<file path="src/rtl/alu_issue.sv">
// alu_issue: issue/response sequencer for a multi-cycle ALU.
// Accepts one command at a time, drives the operands to the ALU and strobes
// the sequential units for shift and multiply ops. It then waits out the
// op's latency, captures the result and holds it until the consumer takes it.
//
// Ports:
//   clk, rst_n                  clock, async active-low reset
//   cmd_valid/cmd_ready         command handshake; cmd_op/cmd_a/cmd_b payload
//   alu_op/alu_a/alu_b          registered command driven to the ALU
//   alu_inp                     one-cycle start strobe (lshift/rshift/mul only)
//   alu_y/alu_y_ext/alu_flg     ALU result low/high halves and flag
//   rsp_valid/rsp_ready         response handshake
//   rsp_lo/rsp_hi/rsp_flg/rsp_op captured response
//   busy                        high whenever the FSM is not in IDLE
module alu_issue #(
  parameter int N       = 8,
  parameter int SHF_LAT = 1,
  parameter int MUL_LAT = N
) (
  input  logic         clk,
  input  logic         rst_n,
  input  logic         cmd_valid,
  output logic         cmd_ready,
  input  logic [2:0]   cmd_op,
  input  logic [N-1:0] cmd_a,
  input  logic [N-1:0] cmd_b,
  output logic [2:0]   alu_op,
  output logic [N-1:0] alu_a,
  output logic [N-1:0] alu_b,
  output logic         alu_inp,
  input  logic [N-1:0] alu_y,
  input  logic [N-1:0] alu_y_ext,
  input  logic         alu_flg,
  output logic         rsp_valid,
  input  logic         rsp_ready,
  output logic [N-1:0] rsp_lo,
  output logic [N-1:0] rsp_hi,
  output logic         rsp_flg,
  output logic [2:0]   rsp_op,
  output logic         busy
);

  // Counter holds at most max(SHF_LAT, MUL_LAT)-1.
  localparam int MAX_LAT = (SHF_LAT > MUL_LAT) ? SHF_LAT : MUL_LAT;
  localparam int CW      = (MAX_LAT > 1) ? $clog2(MAX_LAT) : 1;

  localparam logic [2:0] OP_ADD = 3'b000;
  localparam logic [2:0] OP_SUB = 3'b001;
  localparam logic [2:0] OP_LSH = 3'b101;
  localparam logic [2:0] OP_RSH = 3'b110;
  localparam logic [2:0] OP_MUL = 3'b111;

  typedef enum logic [1:0] {IDLE, ISSUE, WAIT, DONE} state_t;

  state_t        state, state_nxt;
  logic [CW-1:0] cnt;
  logic [CW-1:0] cnt_init;
  logic          seq_op;
  logic          accept;

  assign seq_op = (alu_op == OP_LSH) || (alu_op == OP_RSH) || (alu_op == OP_MUL);
  assign accept = (state == IDLE) && cmd_valid;

  // Latency minus one: the ISSUE->WAIT edge already accounts for one cycle.
  always_comb begin
    cnt_init = '0;
    case (alu_op)
      OP_MUL:         cnt_init = CW'(MUL_LAT - 1);
      OP_LSH, OP_RSH: cnt_init = CW'(SHF_LAT - 1);
      default:        cnt_init = '0;
    endcase
  end

  // State register
  always_ff @(posedge clk or negedge rst_n) begin
    if (!rst_n) state <= IDLE;
    else        state <= state_nxt;
  end

  // Next-state logic
  always_comb begin
    state_nxt = state;
    case (state)
      IDLE:    if (cmd_valid) state_nxt = ISSUE;
      ISSUE:   state_nxt = WAIT;
      WAIT:    if (cnt == '0) state_nxt = DONE;
      DONE:    if (rsp_ready) state_nxt = IDLE;
      default: state_nxt = IDLE;
    endcase
  end

  // Outputs decoded from state
  always_comb begin
    cmd_ready = 1'b0;
    busy      = 1'b1;
    rsp_valid = 1'b0;
    alu_inp   = 1'b0;
    case (state)
      IDLE:    begin cmd_ready = 1'b1; busy = 1'b0; end
      ISSUE:   alu_inp   = seq_op;
      DONE:    rsp_valid = 1'b1;
      default: ;
    endcase
  end

  // Command registers: loaded only on accept, so they stay put for the
  // whole operation and the ALU sees stable operands.
  always_ff @(posedge clk or negedge rst_n) begin
    if (!rst_n) begin
      alu_op <= '0;
      alu_a  <= '0;
      alu_b  <= '0;
    end else if (accept) begin
      alu_op <= cmd_op;
      alu_a  <= cmd_a;
      alu_b  <= cmd_b;
    end
  end

  // Latency counter
  always_ff @(posedge clk or negedge rst_n) begin
    if (!rst_n)                           cnt <= '0;
    else if (state == ISSUE)              cnt <= cnt_init;
    else if (state == WAIT && cnt != '0)  cnt <= cnt - 1'b1;
  end

  // Response capture; the registers keep their value after the handshake.
  always_ff @(posedge clk or negedge rst_n) begin
    if (!rst_n) begin
      rsp_lo  <= '0;
      rsp_hi  <= '0;
      rsp_flg <= 1'b0;
      rsp_op  <= '0;
    end else if (state == WAIT && cnt == '0) begin
      rsp_lo  <= alu_y;
      rsp_hi  <= (alu_op == OP_MUL) ? alu_y_ext : '0;
      rsp_flg <= (alu_op == OP_ADD || alu_op == OP_SUB) ? alu_flg : 1'b0;
      rsp_op  <= alu_op;
    end
  end

endmodule

</file>
<file path="config.mk">
export PLATFORM = sky130hd
export DESIGN_NAME = alu_issue
export DESIGN_NICKNAME = d
export VERILOG_FILES = /design/src/rtl/alu_issue.sv
export SDC_FILE = /design/constraint.sdc
export NUM_CORES = 1
export LEC_CHECK = 0
export CORE_UTILIZATION = 38
export DETAILED_ROUTE_END_ITERATION = 8
export PLACE_DENSITY = 0.74
export SLEW_MARGIN = 20
export SYNTH_ARGS = -nofsm -noshare
export SYNTH_HDL_FRONTEND = slang
export SYNTH_SLANG_ARGS = --single-unit
</file>
<file path="constraint.sdc">
create_clock -name clk -period 2.25 [get_ports clk]
set_input_delay 0.3375 -clock clk [delete_from_list [all_inputs] [get_ports clk]]
set_output_delay 0.3375 -clock clk [all_outputs]
set_load 0.01 [all_outputs]
</file>
* After elaboration in Yosys (flattened, before gate mapping)
Cells that the tools add are included.
** Cells by class
- Muxes and demuxes :: 13
- Reduce and logical (&&, ||, !) cells :: 12
- Equality and inequality tests :: 10
- Add/subtract/negate cells :: 1
** Operators with widths (number)
- equality test 3 bit (second input constant) :: 3
- two-way mux 3 bit :: 3
- two-way mux 8 bit :: 1
- case mux 2 bit (4 select lines) :: 1
- zero test 3 bit :: 2
- two-way mux 2 bit :: 3
- inequality test 2 bit (second input constant) :: 3
- two-way mux 1 bit :: 5
- equality test 2 bit (second input constant) :: 2
- equality test 3 x 1 -> 1 bit (second input constant) :: 1
- logical AND 1 bit :: 3
- logical OR 1 bit :: 3
- AND reduction 3 bit :: 1
- nonzero test 3 bit :: 1
- subtractor 3 x 1 -> 3 bit (second input constant) :: 1
- equality test 2 x 1 -> 1 bit (second input constant) :: 1
- zero test 2 bit :: 1
- nonzero test 2 bit :: 1
** Storage, ports and cells
- Logic and storage cells :: 45
- Flip-flop bits (word level) :: 44
- Bits of input ports :: 40
- Output and inout bits :: 43

* Depth between registers and ports, before layout
- Depth in word-level cells :: 4
- Gate-level depth with buffers :: 7
- Mapped depth without buffers :: 5

* Least setup slack after synthesis
OpenSTA, ideal clock, no wires.
- Kind :: register to register
- Start :: register state[0]
- End :: register alu_a[0]
- Buffers on the path :: 1
- Setup time :: 0.125 ns
- Data required time :: 2.125 ns
- Data arrival time :: 1.481 ns
- Slack :: 0.644 ns
- Clock period less this slack :: 1.606 ns
- Stages on the path, launching flop included :: 6
- Cell sequence :: dfrtp_1 -> inv_1 -> ha_1 -> nand2_2 -> buf_2 -> mux2_2
** On the way
- Word-level cells in the longest chain between the ends :: 2
** RTL lines
- start, declared :: line 55 : state_t state, state_nxt;
- start signal, assigned :: line 77 : else state <= state_nxt;
- zero test 2 bit :: line 62 : assign accept = (state == IDLE) && cmd_valid;
- logical AND 1 bit :: line 62
- end signal, assigned :: line 115 : alu_a <= cmd_a;
- end, declared :: line 28 : output logic [N-1:0] alu_a,
No other way between the ends.
A chain may end at the register's enable or synchronous reset.

* Worst setup path in the final report
- Start :: register state[1]
- End :: output port alu_inp
** On the way
- Word-level cells in the longest chain between the ends :: 2
** RTL lines
- equality test 2 x 1 -> 1 bit :: line 98 : case (state)
- two-way mux 1 bit :: line 98
- end, declared :: line 30 : output logic alu_inp,
No other way between the ends.

==> results.json <==
{
  "outcome": "complete, but fails checks",
  "violations": "DRC",
  "drt_iter0_markers": 45,
  "power_leakage_nw": 1.22,
  "diodes": 0,
  "crit_buf_inv": 2,
  "slew_headroom_pct": 71.3,
  "worst_pin_slew_ns": 0.429,
  "total_power_mw": 3.86,
  "dr.pass1.iters": 7,
  "gp_congestion": 0.697,
  "wire_per_inst_um": 14.8,
  "synth_nets": 175,
  "final_nets": 263,
  "clock_sinks": 44,
  "path_delay_family": "buffers and inverters",
  "antenna_found_initial": 0,
  "period_share_pct": 96.1,
  "yosys.area.top_type": "dfrtp_1",
  "finalWirelength_mm": 3.98,
  "fin_tns_setup_ns": 0,
  "max_stage_delay_ns": 0.53,
  "gr-usage-all-layers_pct": 17.3,
  "final-max-slew-violation-count": 0,
  "worstHoldStart": "alu_a[0]",
  "syn_inst": 128,
  "grt_start_max_net_pins": 26,
  "power.density_mw_per_mm2": 1380,
  "num_vias": 1367,
  "crit_chain": "inv_1, ha_1, o211a_1, clkdlybuf4s50_1",
  "gr-total-overflow": 0,
  "crit-reg2reg-launch": "state[0]",
  "grt_setup_unrepaired": "no",
  "hold_depth": 1,
  "cts_inserted_buffers": 5,
  "start_util_pct": 40.7,
  "syn_to_final_growth_pct": 53.9,
  "vias_per_cell": 5.08,
  "ir_drop_uv": 689,
  "synth_area_sq_mm": 0.00182,
  "core_area_sq_mm": 0.00447,
  "required_ns": 1.91,
  "htreeDepth": 2,
  "die_area_sq_mm": 0.00507,
  "drc_errors": 5,
  "critPathKind": "register to primary output",
  "ff2ff_setup_slack_ns": 0.48,
  "nFillCells": 343,
  "grt_pass1_wl_mm": 6.72,
  "cp_slowest_cell": "clkdlybuf4s50_1",
  "grt_pass1_vias": 1510,
  "cts_tree": "done",
  "synth_area_leaders": "dfrtp_1, mux2_2, ha_1",
  "io_buffers": 82,
  "crit_fanout": 7,
  "post-route-util_pct": 62.6,
  "seq_area_sq_mm": 0.00110,
  "maxCapViolations": 0,
  "start_kind": "register",
  "fp.dieW_um": 71.2,
  "multi_input_area_sq_um": 673,
  "dieHeight_um": 71.2,
  "clock_latency_ns": 0.29,
  "synth-seq-cells": 44,
  "cp_data_arrival_time_ns": 1.83,
  "hold_violations": 0,
  "dp_hpwl_mm": 2.96,
  "fmax_mhz": 462,
  "setup_viol": 0,
  "synth-seq-area-share_pct": 60.5,
  "ff2ff_path_depth": 5,
  "regToRegEndpoint": "rsp_op[2]",
  "clock-root-buffer": "clkbuf_8",
  "ant_nets": 0,
  "min-delay-path-class": "register to register",
  "yosysTopAreaCellShare_pct": 60.5,
  "io_pins": 83,
  "rows": 24,
  "critPathCaptureType": "primary output",
  "yosysWarnings": 0,
  "finalCriticalPeriod_ns": 2.16,
  "syn_area_per_cell_sq_um": 14.2,
  "yosysUniqueCellTypes": 26,
  "clk_pin_slew_ns": 0.08,
  "drive_gt1_share_pct": 19.8,
  "clockBufferDepth": 2,
  "hold_path_end": "alu_a[0]",
  "skew_ns": 0.00530
}
-- per-layer routing --
layer | vias up | track usage [%] | wire [um]
li1 | 631 | - | -
met1 | 670 | 19.3 | 1550
met2 | 61 | 29.5 | 1980
met3 | 5 | 7.41 | 396
met4 | 0 | 6.22 | 55
met5 | - | 0 | 0
-- cell type report --
| type | instances | area share [%] |
|---|---|---|
| clock inverter | 1 | 0.268 |
| timing repair buffer | 85 | 30.0 |
| multi-input combinational | 73 | 24.0 |
| tap | 52 | 2.32 |
| inverter | 7 | 0.938 |
| clock buffer | 7 | 3.08 |
| sequential | 44 | 39.3 |
-- how the worst max path moves through the flow --
stage,from,endpoint,slack [ns],depth (start not counted)
floorplan,state[0],alu_a[0],0.64,5
global placement,state[1],alu_inp,0.46,4
detailed placement,state[1],alu_inp,0.41,4
CTS,state[1],alu_inp,0.08,4
global route,state[1],alu_inp,0.002,4
finish,state[1],alu_inp,0.09,4
-- synth_stat cells, drive strengths merged --
library cell / instances
a211o: 1
a222oi: 1
a22o: 8
a22oi: 1
a2bb2oi: 1
and2: 1
buf: 2
clkbuf: 2
dfrtp: 44
ha: 7
inv: 7
mux2: 31
mux2i: 1
nand2: 4
nand2b: 1
nand3: 4
nand3b: 1
nand4: 1
nor2: 6
o211a: 1
o21ai: 2
o311ai: 1
-- worst reg2reg max path, delay by kind of cell, from the launching register on --
kind	cells	cell delay [ns]
muxes	1	0.37
and+or+nand+nor	1	0.21
buffers and inverters	2	0.36
adders and majority gates	1	0.31
DFF	1	0.41
-- what timing repair did --
action                                 CTS  global route
buffers inserted                         0             0
hold buffers                             1             0
gates resized for setup                  0             0
endpoints found under the hold margin   19             0
-- placed cells by master (no fill, tap or decap), types with 2 or more instances in the layout --
master / instances
inv_1: 7
nand2_1: 3
a22o_1: 8
mux2_2: 30
nor2_1: 5
buf_4: 2
dfrtp_1: 44
nand3_1: 4
clkbuf_8: 6
ha_1: 7
clkdlybuf4s50_1: 81
o21ai_0: 2
-- logic make-up after synthesis --
| logic type | Yosys count | synth area share, % |
|---|---|---|
| compound gates | 16 | 7.36 |
| fa+ha+maj | 7 | 4.81 |
| buf+inv | 11 | 2.48 |
| flops | 44 | 60.5 |
| mux | 32 | 19.7 |
| simple gates | 18 | 5.09 |
-- sequential cells by signal (all words and copies together) (netlist names) --
| name | count |
|---|---|
| rsp_flg | 1 |
| alu_op | 3 |
| rsp_hi | 8 |
| alu_a | 8 |
| state | 2 |
| rsp_op | 3 |
| alu_b | 8 |
| cnt | 3 |
| rsp_lo | 8 |
-- power breakdown --
part,total (mW),internal (mW),switching (mW)
Clock,0.512,0.250,0.262
Combinational,1.92,1.17,0.746
Sequential,1.42,1.18,0.247
-- metrics by stage --
stage	cell area (sq um)	hold slack [ns]	setup slack, ns	std cells
final	2800	0.509	0.0873	269
after global routing	2800	0.521	0.00232	269
after CTS	2800	0.513	0.0778	269
after detailed placement	2700	0.304	0.409	260
after global placement	2700	0.291	0.460	260
after floorplan	1820	0.0419	0.644	128
Note: power is estimated with default switching activity, not from simulation.
